`config.mk`:
```
export PLATFORM = sky130hd
export DESIGN_NAME = counter_cmd_seq
export DESIGN_NICKNAME = d
export VERILOG_FILES = /design/src/rtl/counter_cmd_seq.sv
export SDC_FILE = /design/constraint.sdc
export NUM_CORES = 1
export LEC_CHECK = 0
export ABC_CLOCK_PERIOD_IN_PS = 6400
export BUFFER_PORTS_ARGS = -buffer_cell sky130_fd_sc_hd__buf_2
export CORE_ASPECT_RATIO = 1.25
export CORE_UTILIZATION = 55
export DETAILED_ROUTE_END_ITERATION = 12
export PLACE_DENSITY = 0.8
export SLEW_MARGIN = 40
export SYNTH_ARGS = -nofsm -noshare
export SYNTH_HDL_FRONTEND = slang
export SYNTH_SLANG_ARGS = --single-unit
```
`constraint.sdc`:
```
create_clock -name clk -period 6.4 [get_ports clk]
set_input_delay 0.32 -clock clk [delete_from_list [all_inputs] [get_ports clk]]
set_output_delay 0.32 -clock clk [all_outputs]
set_load 0.01 [all_outputs]
```
`src/rtl/counter_cmd_seq.sv`:
```
// rtl/counter_cmd_seq.sv - command FIFO and sequencer driving counter ld/inc/data_in
// Queued LOAD/INC_N/WAIT_N commands are expanded into registered per-cycle counter controls.
module counter_cmd_seq #(
  parameter int DATA_W = 8,
  parameter int DEPTH  = 4,
  parameter int CNT_W  = 4
) (
  input  logic                       clk,
  input  logic                       rst,
  input  logic                       cmd_valid,
  output logic                       cmd_ready,
  input  logic [1:0]                 cmd_op,
  input  logic [DATA_W-1:0]          cmd_data,
  input  logic [CNT_W-1:0]           cmd_cnt,
  output logic                       ld,
  output logic                       inc,
  output logic [DATA_W-1:0]          data_out,
  output logic                       busy,
  output logic                       err,
  output logic [$clog2(DEPTH+1)-1:0] fill
);

  localparam int PW = $clog2(DEPTH);
  localparam int FW = $clog2(DEPTH + 1);
  localparam int EW = 2 + DATA_W + CNT_W;
  localparam logic [FW-1:0] FULL = FW'(DEPTH);
  localparam logic [1:0] OP_LOAD = 2'b00;
  localparam logic [1:0] OP_INC  = 2'b01;
  localparam logic [1:0] OP_WAIT = 2'b10;

  typedef enum logic {S_IDLE, S_EXEC} state_t;

  state_t             state_q, state_d;
  logic [CNT_W-1:0]   rem_q, rem_d;
  logic               ld_q, ld_d;
  logic               inc_q, inc_d;
  logic               err_q, err_d;
  logic [DATA_W-1:0]  data_q, data_d;
  logic [FW-1:0]      fill_q, fill_d;
  logic [PW-1:0]      wr_ptr_q, rd_ptr_q;
  logic               ready_q;
  logic [EW-1:0]      mem_q [DEPTH];

  logic               push, pop;
  logic [EW-1:0]      head;
  logic [1:0]         head_op;
  logic [DATA_W-1:0]  head_data;
  logic [CNT_W-1:0]   head_cnt;

  assign head      = mem_q[rd_ptr_q];
  assign head_op   = head[EW-1 -: 2];
  assign head_data = head[CNT_W +: DATA_W];
  assign head_cnt  = head[CNT_W-1:0];

  // Ready comes from the registered occupancy, so a same-edge pop never frees a slot early.
  assign push = cmd_valid && ready_q;

  always_comb begin
    state_d = state_q;
    rem_d   = rem_q;
    ld_d    = 1'b0;
    inc_d   = inc_q;
    err_d   = 1'b0;
    data_d  = data_q;
    pop     = 1'b0;

    case (state_q)
      S_IDLE: begin
        inc_d = 1'b0;
        pop   = (fill_q != '0);
      end
      S_EXEC: begin
        if (rem_q != '0) begin
          rem_d = rem_q - CNT_W'(1);
        end else if (fill_q != '0) begin
          pop = 1'b1;
        end else begin
          state_d = S_IDLE;
          inc_d   = 1'b0;
        end
      end
      default: state_d = S_IDLE;
    endcase

    if (pop) begin
      state_d = S_EXEC;
      inc_d   = 1'b0;
      rem_d   = (head_cnt == '0) ? '0 : head_cnt - CNT_W'(1);
      case (head_op)
        OP_LOAD: begin
          ld_d   = 1'b1;
          data_d = head_data;
          rem_d  = '0;
        end
        OP_INC:  inc_d = (head_cnt != '0);
        OP_WAIT: ;
        default: begin
          err_d = 1'b1;
          rem_d = '0;
        end
      endcase
    end

    fill_d = fill_q;
    if (push && !pop) begin
      fill_d = fill_q + FW'(1);
    end else if (!push && pop) begin
      fill_d = fill_q - FW'(1);
    end
  end

  always_ff @(posedge clk) begin
    if (rst) begin
      state_q  <= S_IDLE;
      rem_q    <= '0;
      ld_q     <= 1'b0;
      inc_q    <= 1'b0;
      err_q    <= 1'b0;
      data_q   <= '0;
      fill_q   <= '0;
      wr_ptr_q <= '0;
      rd_ptr_q <= '0;
      ready_q  <= 1'b0;
    end else begin
      state_q <= state_d;
      rem_q   <= rem_d;
      ld_q    <= ld_d;
      inc_q   <= inc_d;
      err_q   <= err_d;
      data_q  <= data_d;
      fill_q  <= fill_d;
      ready_q <= (fill_d != FULL);
      if (push) wr_ptr_q <= wr_ptr_q + PW'(1);
      if (pop)  rd_ptr_q <= rd_ptr_q + PW'(1);
    end
  end

  always_ff @(posedge clk) begin
    if (push && !rst) mem_q[wr_ptr_q] <= {cmd_op, cmd_data, cmd_cnt};
  end

  assign cmd_ready = ready_q;
  assign ld        = ld_q;
  assign inc       = inc_q;
  assign err       = err_q;
  assign data_out  = data_q;
  assign fill      = fill_q;
  assign busy      = (state_q == S_EXEC) || (fill_q != '0);

endmodule
```
# Yosys cells after proc, flatten, opt, wreduce, memory -nomap -nowiden
# Memories as Yosys holds them, arrays and structs flattened. A register that Yosys moved wholly into a read port is not among the register bits.
# Cells that the tools add are included.
# classes
n_eq_ne	5
multipliers	0
n_lt_le_gt_ge	0
n_div	0
reduce_logical	21
n_bitwise	2
mux	24
n_shift	0
add_sub_neg	6
# ops
cell	n
two-way mux 4 bit	5
two-way mux 1 bit	13
inequality test 3 bit (second input constant)	3
nonzero test 4 bit	2
subtractor 4 x 1 -> 4 bit (second input constant)	2
two-way mux 3 bit	2
AND reduction 2 bit	3
adder 2 x 1 -> 2 bit (second input constant)	2
logical AND 1 bit	4
zero test 4 bit	1
two-way mux 2 bit	2
case mux 1 bit (2 select lines)	2
nonzero test 2 bit	2
OR reduction 2 bit	2
adder 3 x 1 -> 3 bit (second input constant)	1
zero test 1 bit	3
nonzero test 3 bit	1
OR reduction 3 bit	1
subtractor 3 x 1 -> 3 bit (second input constant)	1
== test 2 x 1 -> 1 bit (second input constant)	1
== test 2 bit (second input constant)	1
zero test 2 bit	1
NOT 1 bit	2
logical OR 1 bit	1
# word_totals
register_bits	24
inputBits	17
mem_bits_rw	56
latch_bits	0
memories	1
elab_cells	69
rom_bits	0
# memory_table
name	depth	word_bits	read_ports	rd_clocked_by_memory_dff	write_ports	line	text
mem_q	4	14	1	1	1	42	logic [EW-1:0] mem_q [DEPTH];

# Logic depth before layout (Yosys ltp)
# depth
word_depth	8
mapped_depth	9
depth_no_buf	7

# Worst setup path before layout
# OpenSTA, ideal clock, no wires.
# synth_path
kind	register -> register
from	register ready_q, in the netlist cmd_ready
to	memory mem_q[1][0] (netlist name), enable pin
path_slack_ns	4.158
stages_incl_launch_ff	4
required_ns	5.994
path_buffers	1
setup_time_ns	0.406
t_arrival_ns	1.836
path_cell_list	dfxtp_1 -> nand2_1 -> clkbuf_1 -> nor3b_1
# synth_via
elab_chain_len	4
# synth_lines
item	line	text
start: declaration	41	logic ready_q;
start signal: assignment	132	ready_q <= (fill_d != FULL);
logical AND 1 bit	56	assign push = cmd_valid && ready_q;
logical AND 1 bit	139	if (push && !rst) mem_q[wr_ptr_q] <= {cmd_op, cmd_data, cmd_cnt};
two-way mux 1 bit	139	
two-way mux 1 bit (implied by the code)	139	
end: declaration	42	
# Every way passes these cells.

==> flow_metrics.py <==
metrics = {
    "route": {
        "routed_via_density": 5.653,
        "dr.pass1.iters": 4,
        "vias": 1871,
        "post-route-drc-count": 0,
        "detail_route.wl_per_cell_um": 16.82,
        "ant_nets": 0,
        "drt_iter0_markers": 113,
        "wl_mm": 5.567,
    },
    "logic_synthesis": {
        "synthArstFlopShare": 0,
        "synth-edff-count": 56,
        "yosys_register_bits": 82,
        "netlist_area_um2": 3314,
        "syn_inst": 222,
        "synth_cell_types": 36,
        "avgSynthCellArea_um2": 14.93,
        "yosysSeqAreaShare": 0.6644,
        "synth_nets": 252,
        "synth_ff_type": "edfxtp_1",
        "ys.warnings.count": 0,
    },
    "clocking": {
        "hold_buffers": 0,
        "cts_max_path_buffers": 2,
        "worstSkewPairLatency_ps": 330,
        "cts_resized": 0,
        "cts_root_buffer": "clkbuf_8",
        "postCtsSetupBuffers": 0,
        "cts_tree": "built",
        "htree_levels": 3,
        "cts_made_buffers": 9,
        "clock-sinks": 82,
        "clkTransAtPathRegs_ps": 80,
    },
    "final_layout": {
        "regArea_um2": 2203,
        "nFillCells": 418,
        "syn_to_final_growth_pct": 14.50,
        "finalNetCount": 290,
        "final_cell_mix": "edfxtp_1 (56), buf_2 (32), dfxtp_1 (25)",
        "multi_input_area_um2": 1033,
        "layout-drive-gt1-share": 0.2792,
        "final_common_cell": "edfxtp_1",
        "fin_util": 0.6523,
        "antenna_cells": 0,
    },
    "timing": {
        "fin_crit_sh": 0.3648,
        "hold_violations": 0,
        "slew_headroom": 0.5696,
        "setup_violations": 0,
        "fmax_ghz": 0.4283,
        "finalMaxSlewViolations": 0,
        "fin_crit_ps": 2335,
        "rsz0062_at_grt": "false",
        "worstMarginPinSlew_ps": 644.7,
        "clock_skew_ps": 8.131,
        "fin_setup_tns_ps": 0,
    },
    "pwr": {
        "clockPowerShare": 0.271,
        "switching_share": 0.3001,
        "internal_power_uw": 1103,
        "pwr-share-comb": 0.287,
        "p_leak_uw": 0.001402,
        "seq_power_share": 0.442,
        "ir_drop_uv": 276.0,
        "p_switching_uw": 473.1,
        "power.density_nw_per_um2": 415.3,
    },
    "floorplan": {
        "die_h_um": 88.79,
        "die_area_um2": 6343,
        "ios": 33,
        "die_w_um": 71.44,
        "coreArea_um2": 5818,
        "rows": 31,
        "initial_core_util": 0.5697,
    },
    "flow_run": {
        "drv_cap": 0,
    },
    "global_routing": {
        "grt_usage": 0.2009,
        "antenna_found_initial": 0,
        "grt_max_degree": 31,
        "grt_overflow_total": 0,
        "grt_pass1_wl_mm": 9.259,
        "grt_pass1_vias": 1927,
    },
    "min_path": {
        "hold_depth": 1,
        "min-delay-start": "cmd_data[5]",
        "hold_path.class": "input pin to flip-flop",
        "hold_end": "mem_q[3][9]",
    },
    "worst_setup_path": {
        "end_kind": "flip-flop",
        "critPathKind": "flip-flop to flip-flop",
        "reg2reg_slack_ps": 4070,
        "required_ps": 6600,
        "cp_slowest_stage_delay_ps": 640,
        "cp_data_arrival_time_ps": 2540,
        "r2r_end": "rem_q[1]",
        "cp-start-kind": "flip-flop",
        "worstPathMaxFanout": 14,
        "cp_cell_sequence": "mux4_2 > inv_1 > ha_1 > or3b_4 > nand3_2 > o221a_1 > nor2_1",
        "crit_slowest_cell": "dfxtp_2",
        "r2r_cells": 7,
    },
    "placed_design": {
        "port_buffers": 32,
        "gp_congestion": 0.7640,
        "dp_hpwl_mm": 3.754,
    },
    "outcome": {
        "status": "complete, no violations",
    },
}
==> worst max-delay path by stage <==
stage               from  slack (ps)  cells after the start          end
2_1_floorplan  cmd_ready        4160                      3  mem_q[1][0]
3_3_place_gp   flip-flop        3710                      7     rem_q[1]
3_5_place_dp   flip-flop        4020                      7     rem_q[1]
4_1_cts        flip-flop        4010                      7     rem_q[1]
5_1_grt        flip-flop        3860                      6  data_out[7]
6_report       flip-flop        4070                      7     rem_q[1]
==> critical path: cells and delay by family (launching register included) <==
| family | cells | cell delay, ps |
|---|---|---|
| AO/OA/AOI/OAI | 1 | 180 |
| adder cells (fa/ha/maj) | 1 | 170 |
| buffers and inverters | 1 | 80 |
| flip-flops | 1 | 640 |
| multiplexers | 1 | 600 |
| AND/OR/NAND/NOR | 3 | 540 |
==> cells in the mapped netlist, types with 3 or more instances <==
cell,count,share of area
a21oi_1,11,0.017
clkbuf_1,5,0.0057
dfxtp_1,26,0.16
edfxtp_1,56,0.51
ha_1,13,0.049
inv_1,12,0.014
mux4_2,14,0.095
nand2_1,17,0.019
nand2b_1,3,0.0057
nand3_1,10,0.015
nor2_1,12,0.014
nor3_1,4,0.0060
nor3b_1,4,0.0091
xnor2_1,7,0.018
==> through the flow <==
step | hold slack, ps | area [µm²] | cells | power, µW | worst slack (ps)
2_1_floorplan | 418.9 | 3314 | 222 | 1049 | 4158
3_3_place_gp | 446.2 | 3561 | 315 | 1141 | 3708
3_5_place_dp | 452.7 | 3562 | 315 | 1162 | 4015
4_1_cts | 187.5 | 3795 | 331 | 1588 | 4013
5_1_grt | 192.4 | 3795 | 331 | 1670 | 3863
6_report | 202.8 | 3795 | 331 | 1576 | 4065
==> layer usage <==
metal | track usage | vias up | part of all wire
met5 | 0 | - | 0
met4 | 0.09636 | 0 | 0.017
met1 | 0.2510 | 921 | 0.43
met2 | 0.3385 | 47 | 0.52
li1 | - | 894 | -
met3 | 0.04100 | 9 | 0.041
==> registers in the layout, indices dropped and copies added, names as in the netlist, named ones only <==
name and cells:
mem_q 56, data_out 8, rem_q 4, fill 3, rd_ptr_q 2, wr_ptr_q 2
cmd_ready 1, err 1, inc 1, ld 1, state_q 1
==> power groups by stage <==
stage | clock network, µW | logic, µW | registers (µW)
finish | 427 | 452 | 697
global route | 459 | 504 | 708
CTS | 435 | 455 | 699
detailed placement | 0 | 450 | 711
global placement | 0 | 434 | 707
floorplan | 0 | 365 | 684
==> cells by family after synthesis <==
| logic type | after synthesis | share of synthesized area |
|---|---|---|
| flip-flops | 82 | 0.6644 |
| buffers and inverters | 22 | 0.02982 |
| AO/OA/AOI/OAI | 23 | 0.04492 |
| adder cells (fa/ha/maj) | 14 | 0.05210 |
| AND/OR/NAND/NOR | 57 | 0.08683 |
| XOR/XNOR | 9 | 0.02378 |
| multiplexers | 15 | 0.09815 |
==> area by class of cell <==
| class | count | area share |
|---|---|---|
| clock buffer | 10 | 0.03363 |
| tap | 66 | 0.02176 |
| timing repair buffer | 37 | 0.05209 |
| clock inverter | 6 | 0.02770 |
| multi-input combinational | 118 | 0.2723 |
| inverter | 12 | 0.01187 |
| sequential | 82 | 0.5806 |
Note: power is estimated with default switching activity, not from simulation.
